--- src/rtl/bp_pkg.sv ---
// Shared types and helpers for the gshare branch predictor table controller.
package bp_pkg;

  localparam int CNT_W = 2;
  localparam logic [CNT_W-1:0] CNT_INIT = 2'b01;

  typedef enum logic [1:0] {
    INIT   = 2'd0,
    IDLE   = 2'd1,
    LK_RD  = 2'd2,
    UPD_WR = 2'd3
  } bp_state_t;

  // Two-bit saturating counter step: taken counts up to 3, not taken down to 0.
  function automatic logic [CNT_W-1:0] sat_update(input logic [CNT_W-1:0] cnt,
                                                  input logic            taken);
    logic [CNT_W-1:0] res;
    if (taken) begin
      res = (cnt == '1) ? cnt : cnt + CNT_W'(1);
    end else begin
      res = (cnt == '0) ? cnt : cnt - CNT_W'(1);
    end
    return res;
  endfunction

endpackage

--- src/rtl/bp_upd_fifo.sv ---
// Small synchronous FIFO holding resolved branches until the table is free.
module bp_upd_fifo #(
  parameter int DATA_W = 7,
  parameter int DEPTH  = 4
) (
  input  logic              clk,
  input  logic              reset,
  input  logic              push,
  input  logic [DATA_W-1:0] push_data,
  input  logic              pop,
  output logic [DATA_W-1:0] head_data,
  output logic              full,
  output logic              empty
);

  localparam int PTR_W  = (DEPTH > 1) ? $clog2(DEPTH) : 1;
  localparam int FILL_W = $clog2(DEPTH + 1);

  logic [DATA_W-1:0] mem_q [DEPTH];
  logic [DATA_W-1:0] mem_d [DEPTH];
  logic [PTR_W-1:0]  wr_ptr_q, wr_ptr_d;
  logic [PTR_W-1:0]  rd_ptr_q, rd_ptr_d;
  logic [FILL_W-1:0] count_q, count_d;
  logic              do_push;
  logic              do_pop;

  assign full      = (count_q == FILL_W'(DEPTH));
  assign empty     = (count_q == '0);
  assign head_data = mem_q[rd_ptr_q];
  assign do_push   = push && !full;
  assign do_pop    = pop && !empty;

  // Next storage, pointer and occupancy values; pointers wrap because DEPTH is a power of two.
  always_comb begin
    mem_d    = mem_q;
    wr_ptr_d = wr_ptr_q;
    rd_ptr_d = rd_ptr_q;
    count_d  = count_q;
    if (do_push) begin
      mem_d[wr_ptr_q] = push_data;
      wr_ptr_d        = wr_ptr_q + PTR_W'(1);
    end
    if (do_pop) begin
      rd_ptr_d = rd_ptr_q + PTR_W'(1);
    end
    case ({do_push, do_pop})
      2'b10:   count_d = count_q + FILL_W'(1);
      2'b01:   count_d = count_q - FILL_W'(1);
      default: count_d = count_q;
    endcase
  end

  // Pointer and occupancy registers; a reset flushes the queue.
  always_ff @(posedge clk) begin
    if (reset) begin
      wr_ptr_q <= '0;
      rd_ptr_q <= '0;
      count_q  <= '0;
    end else begin
      wr_ptr_q <= wr_ptr_d;
      rd_ptr_q <= rd_ptr_d;
      count_q  <= count_d;
    end
  end

  // Entry storage; contents are meaningless while empty so it carries no reset.
  always_ff @(posedge clk) begin
    mem_q <= mem_d;
  end

endmodule

--- src/rtl/bp_table_ctrl.sv ---
// Arbiter for the single-ported gshare counter table: init sweep, fetch lookups,
// queued read-modify-write training updates and the global history register.
module bp_table_ctrl
  import bp_pkg::*;
#(
  parameter int IDX_W  = 6,
  parameter int QDEPTH = 4
) (
  input  logic             clk,
  input  logic             reset,
  input  logic             lookup_valid,
  input  logic [IDX_W-1:0] lookup_pc,
  output logic             lookup_ready,
  output logic             pred_valid,
  output logic             pred_taken,
  output logic [IDX_W-1:0] pred_index,
  input  logic             resolve_valid,
  input  logic [IDX_W-1:0] resolve_index,
  input  logic             resolve_taken,
  output logic             resolve_ready,
  output logic             tbl_en,
  output logic             tbl_we,
  output logic [IDX_W-1:0] tbl_addr,
  output logic [CNT_W-1:0] tbl_wdata,
  input  logic [CNT_W-1:0] tbl_rdata,
  output logic [IDX_W-1:0] ghr,
  output logic             init_done
);

  // Queue entry; declared here because the index width follows IDX_W.
  typedef struct packed {
    logic [IDX_W-1:0] index;
    logic             taken;
  } upd_entry_t;

  bp_state_t        state_q, state_d;
  logic [IDX_W-1:0] sweep_q, sweep_d;
  logic             init_done_q, init_done_d;
  logic [IDX_W-1:0] ghr_q, ghr_d;
  logic [IDX_W-1:0] lk_idx_q, lk_idx_d;
  logic [IDX_W-1:0] upd_idx_q, upd_idx_d;
  logic             upd_taken_q, upd_taken_d;
  logic             pred_valid_q, pred_valid_d;
  logic             pred_taken_q, pred_taken_d;
  logic [IDX_W-1:0] pred_index_q, pred_index_d;

  logic             q_push, q_pop, q_full, q_empty;
  upd_entry_t       q_in, q_head;
  logic             start_upd;
  logic             lookup_ready_c, resolve_ready_c;
  logic             tbl_en_c, tbl_we_c;
  logic [IDX_W-1:0] tbl_addr_c;
  logic [CNT_W-1:0] tbl_wdata_c;

  assign q_in.index = resolve_index;
  assign q_in.taken = resolve_taken;

  bp_upd_fifo #(
    .DATA_W ($bits(upd_entry_t)),
    .DEPTH  (QDEPTH)
  ) u_fifo (
    .clk       (clk),
    .reset     (reset),
    .push      (q_push),
    .push_data (q_in),
    .pop       (q_pop),
    .head_data (q_head),
    .full      (q_full),
    .empty     (q_empty)
  );

  // Next-state, arbitration, table strobes and history update.
  always_comb begin
    state_d         = state_q;
    sweep_d         = sweep_q;
    init_done_d     = init_done_q;
    ghr_d           = ghr_q;
    lk_idx_d        = lk_idx_q;
    upd_idx_d       = upd_idx_q;
    upd_taken_d     = upd_taken_q;
    pred_valid_d    = 1'b0;
    pred_taken_d    = pred_taken_q;
    pred_index_d    = pred_index_q;
    tbl_en_c        = 1'b0;
    tbl_we_c        = 1'b0;
    tbl_addr_c      = '0;
    tbl_wdata_c     = '0;
    q_pop           = 1'b0;
    start_upd       = 1'b0;
    lookup_ready_c  = (state_q == IDLE) && init_done_q && !q_full;
    resolve_ready_c = init_done_q && !q_full;
    q_push          = resolve_valid && resolve_ready_c && !reset;

    if (q_push) begin
      ghr_d = {ghr_q[IDX_W-2:0], resolve_taken};
    end

    case (state_q)
      INIT: begin
        tbl_en_c    = 1'b1;
        tbl_we_c    = 1'b1;
        tbl_addr_c  = sweep_q;
        tbl_wdata_c = CNT_INIT;
        sweep_d     = sweep_q + IDX_W'(1);
        if (sweep_q == '1) begin
          state_d     = IDLE;
          init_done_d = 1'b1;
        end
      end
      IDLE: begin
        if (q_full) begin
          start_upd = 1'b1;
        end else if (lookup_valid) begin
          tbl_en_c   = 1'b1;
          tbl_addr_c = lookup_pc ^ ghr_q;
          lk_idx_d   = lookup_pc ^ ghr_q;
          state_d    = LK_RD;
        end else if (!q_empty) begin
          start_upd = 1'b1;
        end
        if (start_upd) begin
          q_pop       = 1'b1;
          tbl_en_c    = 1'b1;
          tbl_addr_c  = q_head.index;
          upd_idx_d   = q_head.index;
          upd_taken_d = q_head.taken;
          state_d     = UPD_WR;
        end
      end
      LK_RD: begin
        pred_valid_d = 1'b1;
        pred_taken_d = tbl_rdata[1];
        pred_index_d = lk_idx_q;
        state_d      = IDLE;
      end
      UPD_WR: begin
        tbl_en_c    = 1'b1;
        tbl_we_c    = 1'b1;
        tbl_addr_c  = upd_idx_q;
        tbl_wdata_c = sat_update(tbl_rdata, upd_taken_q);
        state_d     = IDLE;
      end
      default: begin
        state_d = INIT;
        sweep_d = '0;
      end
    endcase
  end

  // Controller registers; reset drops any in-flight lookup or update and restarts the sweep.
  always_ff @(posedge clk) begin
    if (reset) begin
      state_q      <= INIT;
      sweep_q      <= '0;
      init_done_q  <= 1'b0;
      ghr_q        <= '0;
      lk_idx_q     <= '0;
      upd_idx_q    <= '0;
      upd_taken_q  <= 1'b0;
      pred_valid_q <= 1'b0;
      pred_taken_q <= 1'b0;
      pred_index_q <= '0;
    end else begin
      state_q      <= state_d;
      sweep_q      <= sweep_d;
      init_done_q  <= init_done_d;
      ghr_q        <= ghr_d;
      lk_idx_q     <= lk_idx_d;
      upd_idx_q    <= upd_idx_d;
      upd_taken_q  <= upd_taken_d;
      pred_valid_q <= pred_valid_d;
      pred_taken_q <= pred_taken_d;
      pred_index_q <= pred_index_d;
    end
  end

  // Outputs are held at zero for as long as reset is asserted.
  assign lookup_ready  = lookup_ready_c && !reset;
  assign resolve_ready = resolve_ready_c && !reset;
  assign tbl_en        = tbl_en_c && !reset;
  assign tbl_we        = tbl_we_c && !reset;
  assign tbl_addr      = tbl_addr_c;
  assign tbl_wdata     = tbl_wdata_c;
  assign pred_valid    = pred_valid_q && !reset;
  assign pred_taken    = pred_taken_q && !reset;
  assign pred_index    = reset ? '0 : pred_index_q;
  assign init_done     = init_done_q && !reset;
  assign ghr           = ghr_q;

endmodule

--- config.mk ---
export PLATFORM = sky130hd
export DESIGN_NAME = bp_table_ctrl
export DESIGN_NICKNAME = d
export VERILOG_FILES = /design/src/rtl/bp_pkg.sv /design/src/rtl/bp_upd_fifo.sv /design/src/rtl/bp_table_ctrl.sv
export SDC_FILE = /design/constraint.sdc
export NUM_CORES = 1
export LEC_CHECK = 0
export ABC_AREA = 1
export BUFFER_PORTS_ARGS = -buffer_cell sky130_fd_sc_hd__buf_2
export CAP_MARGIN = 20
export CELL_PAD_IN_SITES_DETAIL_PLACEMENT = 1
export CELL_PAD_IN_SITES_GLOBAL_PLACEMENT = 2
export CORE_UTILIZATION = 34
export DETAILED_ROUTE_END_ITERATION = 10
export PLACE_DENSITY = 0.89
export SLEW_MARGIN = 20
export SYNTH_ARGS = -nofsm -noshare
export SYNTH_HDL_FRONTEND = slang
export SYNTH_SLANG_ARGS = --single-unit
--- constraint.sdc ---
create_clock -name clk -period 2.6 [get_ports clk]
set_input_delay 0.13 -clock clk [delete_from_list [all_inputs] [get_ports clk]]
set_output_delay 0.13 -clock clk [all_outputs]
set_load 0.1 [all_outputs]
* Yosys cells after proc, flatten, opt, wreduce, memory -nomap -nowiden
Cells that the tools add are included.
** Word-level totals
- Output and inout bits :: 27
- Flip-flop bits (word level) :: 71
- Logic and storage cells :: 103
- Input port bits :: 19
** Cells by class
- Order comparisons :: 3
- Add/subtract/negate cells :: 7
- Reduce and logical (&&, ||, !) cells :: 28
- Equality and inequality tests :: 11
- Multiplexer cells :: 33
- Bitwise operators :: 4
** Operators with widths (number)
- bitwise mux 28 bit :: 1
- two-way mux 6 bit :: 4
- two-way mux 7 bit :: 3
- case mux 6 bit (3 select lines) :: 1
- logical AND 1 bit :: 15
- binary-select mux 7 bit (select 2 bit) :: 1
- demux 7 bit (select 2 bit) :: 1
- two-way mux 2 bit :: 7
- two-way mux 1 bit :: 11
- equality test 2 bit, second input constant :: 4
- adder 2 x 1 -> 2 bit, second input constant :: 3
- adder 6 x 1 -> 6 bit, second input constant :: 1
- equality test 6 bit, second input constant :: 1
- greater-or-equal comparator 3 bit, second input constant :: 2
- inverter 2 -> 3 bit :: 2
- case mux 2 bit (3 select lines) :: 1
- case mux 3 bit (2 select lines) :: 1
- AND reduction 3 bit :: 2
- XOR 6 bit :: 1
- equality test 2 x 1 -> 1 bit, second input constant :: 2
- zero test 2 bit :: 2
- case mux 2 bit (2 select lines) :: 1
- AND reduction 2 bit :: 2
- OR reduction 2 bit :: 2
- 13 further kinds :: 15

* Logic depth before layout (Yosys ltp)
- Depth in word-level cells :: 10
- Depth in mapped cells :: 12
- Mapped depth without buffers :: 11

* Hierarchy
Synthesis repeated with hierarchy kept, for this count alone.
** Second synthesis, totals
- Cell total of the unflattened synthesis :: 373
- Area total of the unflattened synthesis :: 3274.4 µm²
** By module, submodules not included
- bp_table_ctrl :: sequential area each 720.7 µm², times used 1, cells each 239, area each 1759.2 µm²
- bp_upd_fifo :: sequential area each 980.9 µm², times used 1, cells each 134, area each 1515.2 µm²

* Worst setup path before layout
No wires, ideal clock.
- Kind :: reg-to-output
- Start point :: register state_q[0]
- End point :: output port tbl_wdata[1]
- Slack :: -1.447 ns
- Cell stages (with the launch flop) :: 4
- Buffers on the path :: 0
- Arrival :: 3.917 ns
- Path through :: dfxtp_1 > inv_1 > ha_1 > nor4b_1
** Between the ends
- Longest elaborated chain between the ends :: 2
** Ends and longest elaborated chain
- start, declared :: RTL line bp_table_ctrl.sv:36 : bp_state_t state_q, state_d;
- start signal, assigned :: RTL line bp_table_ctrl.sv:164 : state_q <= state_d;
- equality test 2 bit / zero test 2 bit (equally long branches) :: RTL line bp_table_ctrl.sv:98 : case (state_q)
- case mux 2 bit (2 select lines) (*) :: RTL line bp_table_ctrl.sv:98
- end, declared :: RTL line bp_table_ctrl.sv:24 : output logic [CNT_W-1:0] tbl_wdata,
Every way passes the cells marked *; elsewhere a longest branch is shown, timed or not.

* Worst setup path after layout
- Start point :: register state_q[1]
- End point :: output port tbl_en
** Between the ends
- Longest elaborated chain between the ends :: 4
** Ends and longest elaborated chain
- equality test 2 bit / zero test 2 bit (equally long branches) :: RTL line bp_table_ctrl.sv:98
- OR reduction 2 bit (no source line)
- case mux 1 bit (2 select lines) (*) :: RTL line bp_table_ctrl.sv:98
- logical AND 1 bit (*) :: RTL line bp_table_ctrl.sv:180 : assign tbl_en = tbl_en_c && !reset;
- end, declared :: RTL line bp_table_ctrl.sv:21 : output logic tbl_en,
Marks and branches as above.

==> results.cfg <==
[run_status]
outcome = complete, no violations

[global_route]
grt_usage = 0.171
grt_pass1_wl_mm = 13.3
grt_pass1_vias = 2795
overflow = 0
grt_max_degree = 26
antenna_found_initial = 0

[critical_path]
worstPathRequired_ns = 2.47
reg2reg_from = state_q[1]$_SDFFE_PP0P_
worst_ep_arrival_time_ns = 2.24
worst-r2r-cell-count = 11
ff2ff_setup_slack_ns = 0.52
startpoint_type = flop
crit_path_end = tbl_en
crit_path_max_fanout = 10
r2r_end = u_fifo.count_q[2]$_SDFFE_PP0P_
crit_path_end_kind = output port
crit_type = flop to output port
critical_path.startpoint = state_q[1]$_SDFFE_PP0P_

[cells_and_area]
antenna_cells = 0
area_growth_pct = 18.2
fillers = 1207
nNetsFinal = 495
drive_above_1_share = 0.211
final_cells = 603

[synthesis]
synthDistinctLibCells = 31
yosys.area.top_type_share = 0.253
syn_inst = 409
synth_seq_cells = 71
ys_warn_count = 0
synth_fp_nets = 439
synth_seq_area_share = 0.500
syn-cell-area_um2 = 3410
synth.area.top_cells = dfxtp_1 (25%), edfxtp_1 (25%), nand2_1 (11%)
synth_area_per_cell_um2 = 8.33
yosysTopAreaCell = dfxtp_1

[timing]
slew_viol_final = 0
worst_pin_slew_ns = 0.701
hold_viol = 0
fin_crit_ns = 2.37
max_freq_ghz = 0.423
rsz0062_at_grt = false
skew_ns = 0.0141
setup_viol = 0
post-route-period-util = 0.910
max_slew_margin = 0.531

[detailed_routing]
finalWirelength_mm = 8.16
drt-vias-per-instance = 4.58
vias = 2760
drt_iter0_drc = 77
first_pass_iters = 4
remaining_drc_errors = 0
ant_nets = 0
wire_per_inst_um = 13.5

[floorplan]
die_h_um = 102
start_util = 0.350
fp.coreArea_um2 = 9730
dieArea_um2 = 10400
design.portCount = 46
die_w_um = 102
fp-row-count = 36

[cts]
cts_buffers = 9
max-clock-path-buffers = 2
path_clk_slew_ns = 0.08
cts_sinks = 71
clockRootBuffer = clkbuf_8
insertion_delay_ns = 0.35
cts_tree = yes
cts_htree_levels = 3

[power]
vdd_drop_max_v = 0.000363
total_power_uw = 2160
power.density_nw_per_um2 = 536
leakage_uw = 0.00181

[worst_hold_path]
hp-class = input port to flop
min_path_cells = 1

[place]
dp_cells = 582
numPortBuffers = 45
gp_congestion = 0.742
dp_hpwl_mm = 5.98

[flow_run]
cap_violations = 0
[registers in the layout (all words and copies together), names as in the netlist]
| register | count |
|---|---|
| state_q | 2 |
| sweep_q | 6 |
| u_fifo.count_q | 3 |
| upd_taken_q | 1 |
| upd_idx_q | 6 |
| lk_idx_q | 6 |
| u_fifo.wr_ptr_q | 2 |
| ghr | 6 |
| u_fifo.rd_ptr_q | 2 |
| u_fifo.mem_q | 28 |
| pred_taken_q | 1 |
| init_done_q | 1 |
| pred_index_q | 6 |
| pred_valid_q | 1 |
[cells by family (layout without fill, tap and decap cells)]
group           after synthesis  in the layout  share of synthesized area
compound gates               59             59                     0.0959
xor+xnor                      7              7                     0.0180
fa+ha+maj                    11             11                     0.0426
buf+inv                      83            144                      0.102
flops                        71             71                      0.500
simple gates                178            178                      0.242
[cell usage after synthesis]
cell	instances
nand2_2	3
fa_1	1
o22ai_1	1
edfxtp_1	28
o211ai_1	1
nand3_1	26
nor2_2	2
buf_4	2
xor2_1	7
a21oi_2	7
inv_1	67
dfxtp_1	43
nand2_4	6
nand3_2	7
nor3_1	2
nor2_4	1
a31oi_1	1
buf_6	1
clkbuf_1	4
buf_12	1
buf_2	4
nor4b_1	1
a21oi_1	25
nor3_2	1
inv_2	3
nand2_1	97
clkinv_1	1
nor2_1	32
o21ai_0	19
ha_1	10
o21ai_1	5
[per-layer routing]
metal,track usage,vias to the layer above,wire length [um]
met5,0,-,0
met4,0.0692,0,123
met3,0.0315,8,167
met2,0.307,36,4200
met1,0.200,1317,3670
li1,-,1399,-
[critical path: stages, from the launching register on]
cell      delay [ns]
dfxtp_1         0.33
inv_1           0.10
ha_1            0.20
inv_1           0.12
nor2_4          0.13
buf_4           0.25
inv_2           0.15
a31oi_1         0.22
clkbuf_4        0.38
[final cells by class]
cell class	count	area, um2	share of cell area
inverters	71	267	0.0662
clock inverters	7	71.3	0.0177
clock buffers	9	124	0.0308
multi-input cells	255	1370	0.339
flip-flops and latches	71	1700	0.423
well taps	133	166	0.0413
repair buffers	57	330	0.0821
[worst min-delay path by stage]
stage                                 endpoint              from
floorplan            u_fifo.mem_q[0]$_DFFE_PP_     resolve_taken
global placement    u_fifo.mem_q[12]$_DFFE_PP_  resolve_index[4]
detailed placement   u_fifo.mem_q[6]$_DFFE_PP_  resolve_index[5]
CTS                  u_fifo.mem_q[2]$_DFFE_PP_  resolve_index[1]
global route         u_fifo.mem_q[2]$_DFFE_PP_  resolve_index[1]
finish              u_fifo.mem_q[16]$_DFFE_PP_  resolve_index[1]
[report_power, final]
group	switching [uW]	total (uW)	internal, uW
clock network	431	874	443
logic	87.8	121	33.6
registers	3.23	1160	1160
[repair_timing]
action	in CTS	in global routing
gates resized for setup	0	1
endpoints found under the setup margin	0	1
endpoints found under the hold margin	18	0
hold buffers	5	0
setup buffers	0	0
[through the flow]
stage	cell area, um2	util	hold WS (ns)	TNS [ns]	setup slack (ns)
final	4030	0.414	0.0131	0	0.234
after global routing	4030	0.414	0.00641	0	0.0616
after global placement	3780	0.388	0.337	0	0.629
after detailed placement	3780	0.388	0.346	0	0.546
after floorplan	3410	-	0.229	-0.0447	-0.0447
after CTS	4020	0.413	0.000601	0	0.147
[cells in the final DEF (no fill, tap or decap), types with 2 or more instances in the layout]
cell / netlist / final
buf_2: 4 / 44
dfxtp_1: 43 / 43
dlygate4sd3_1: 0 / 5
o21ai_0: 19 / 19
edfxtp_1: 28 / 28
nand2_4: 6 / 6
inv_2: 3 / 3
nor2_2: 2 / 3
ha_1: 10 / 10
xor2_1: 7 / 7
nand2_2: 3 / 3
nor3_1: 2 / 2
a21oi_2: 7 / 7
nor2_1: 32 / 31
clkinvlp_4: 0 / 2
nand3_1: 26 / 26
nand3_2: 7 / 7
a21oi_1: 25 / 25
clkbuf_8: 0 / 9
clkinv_1: 1 / 2
inv_1: 67 / 67
o21ai_1: 5 / 5
buf_4: 2 / 7
nand2_1: 97 / 97
Power figures use the tool's default switching activity.
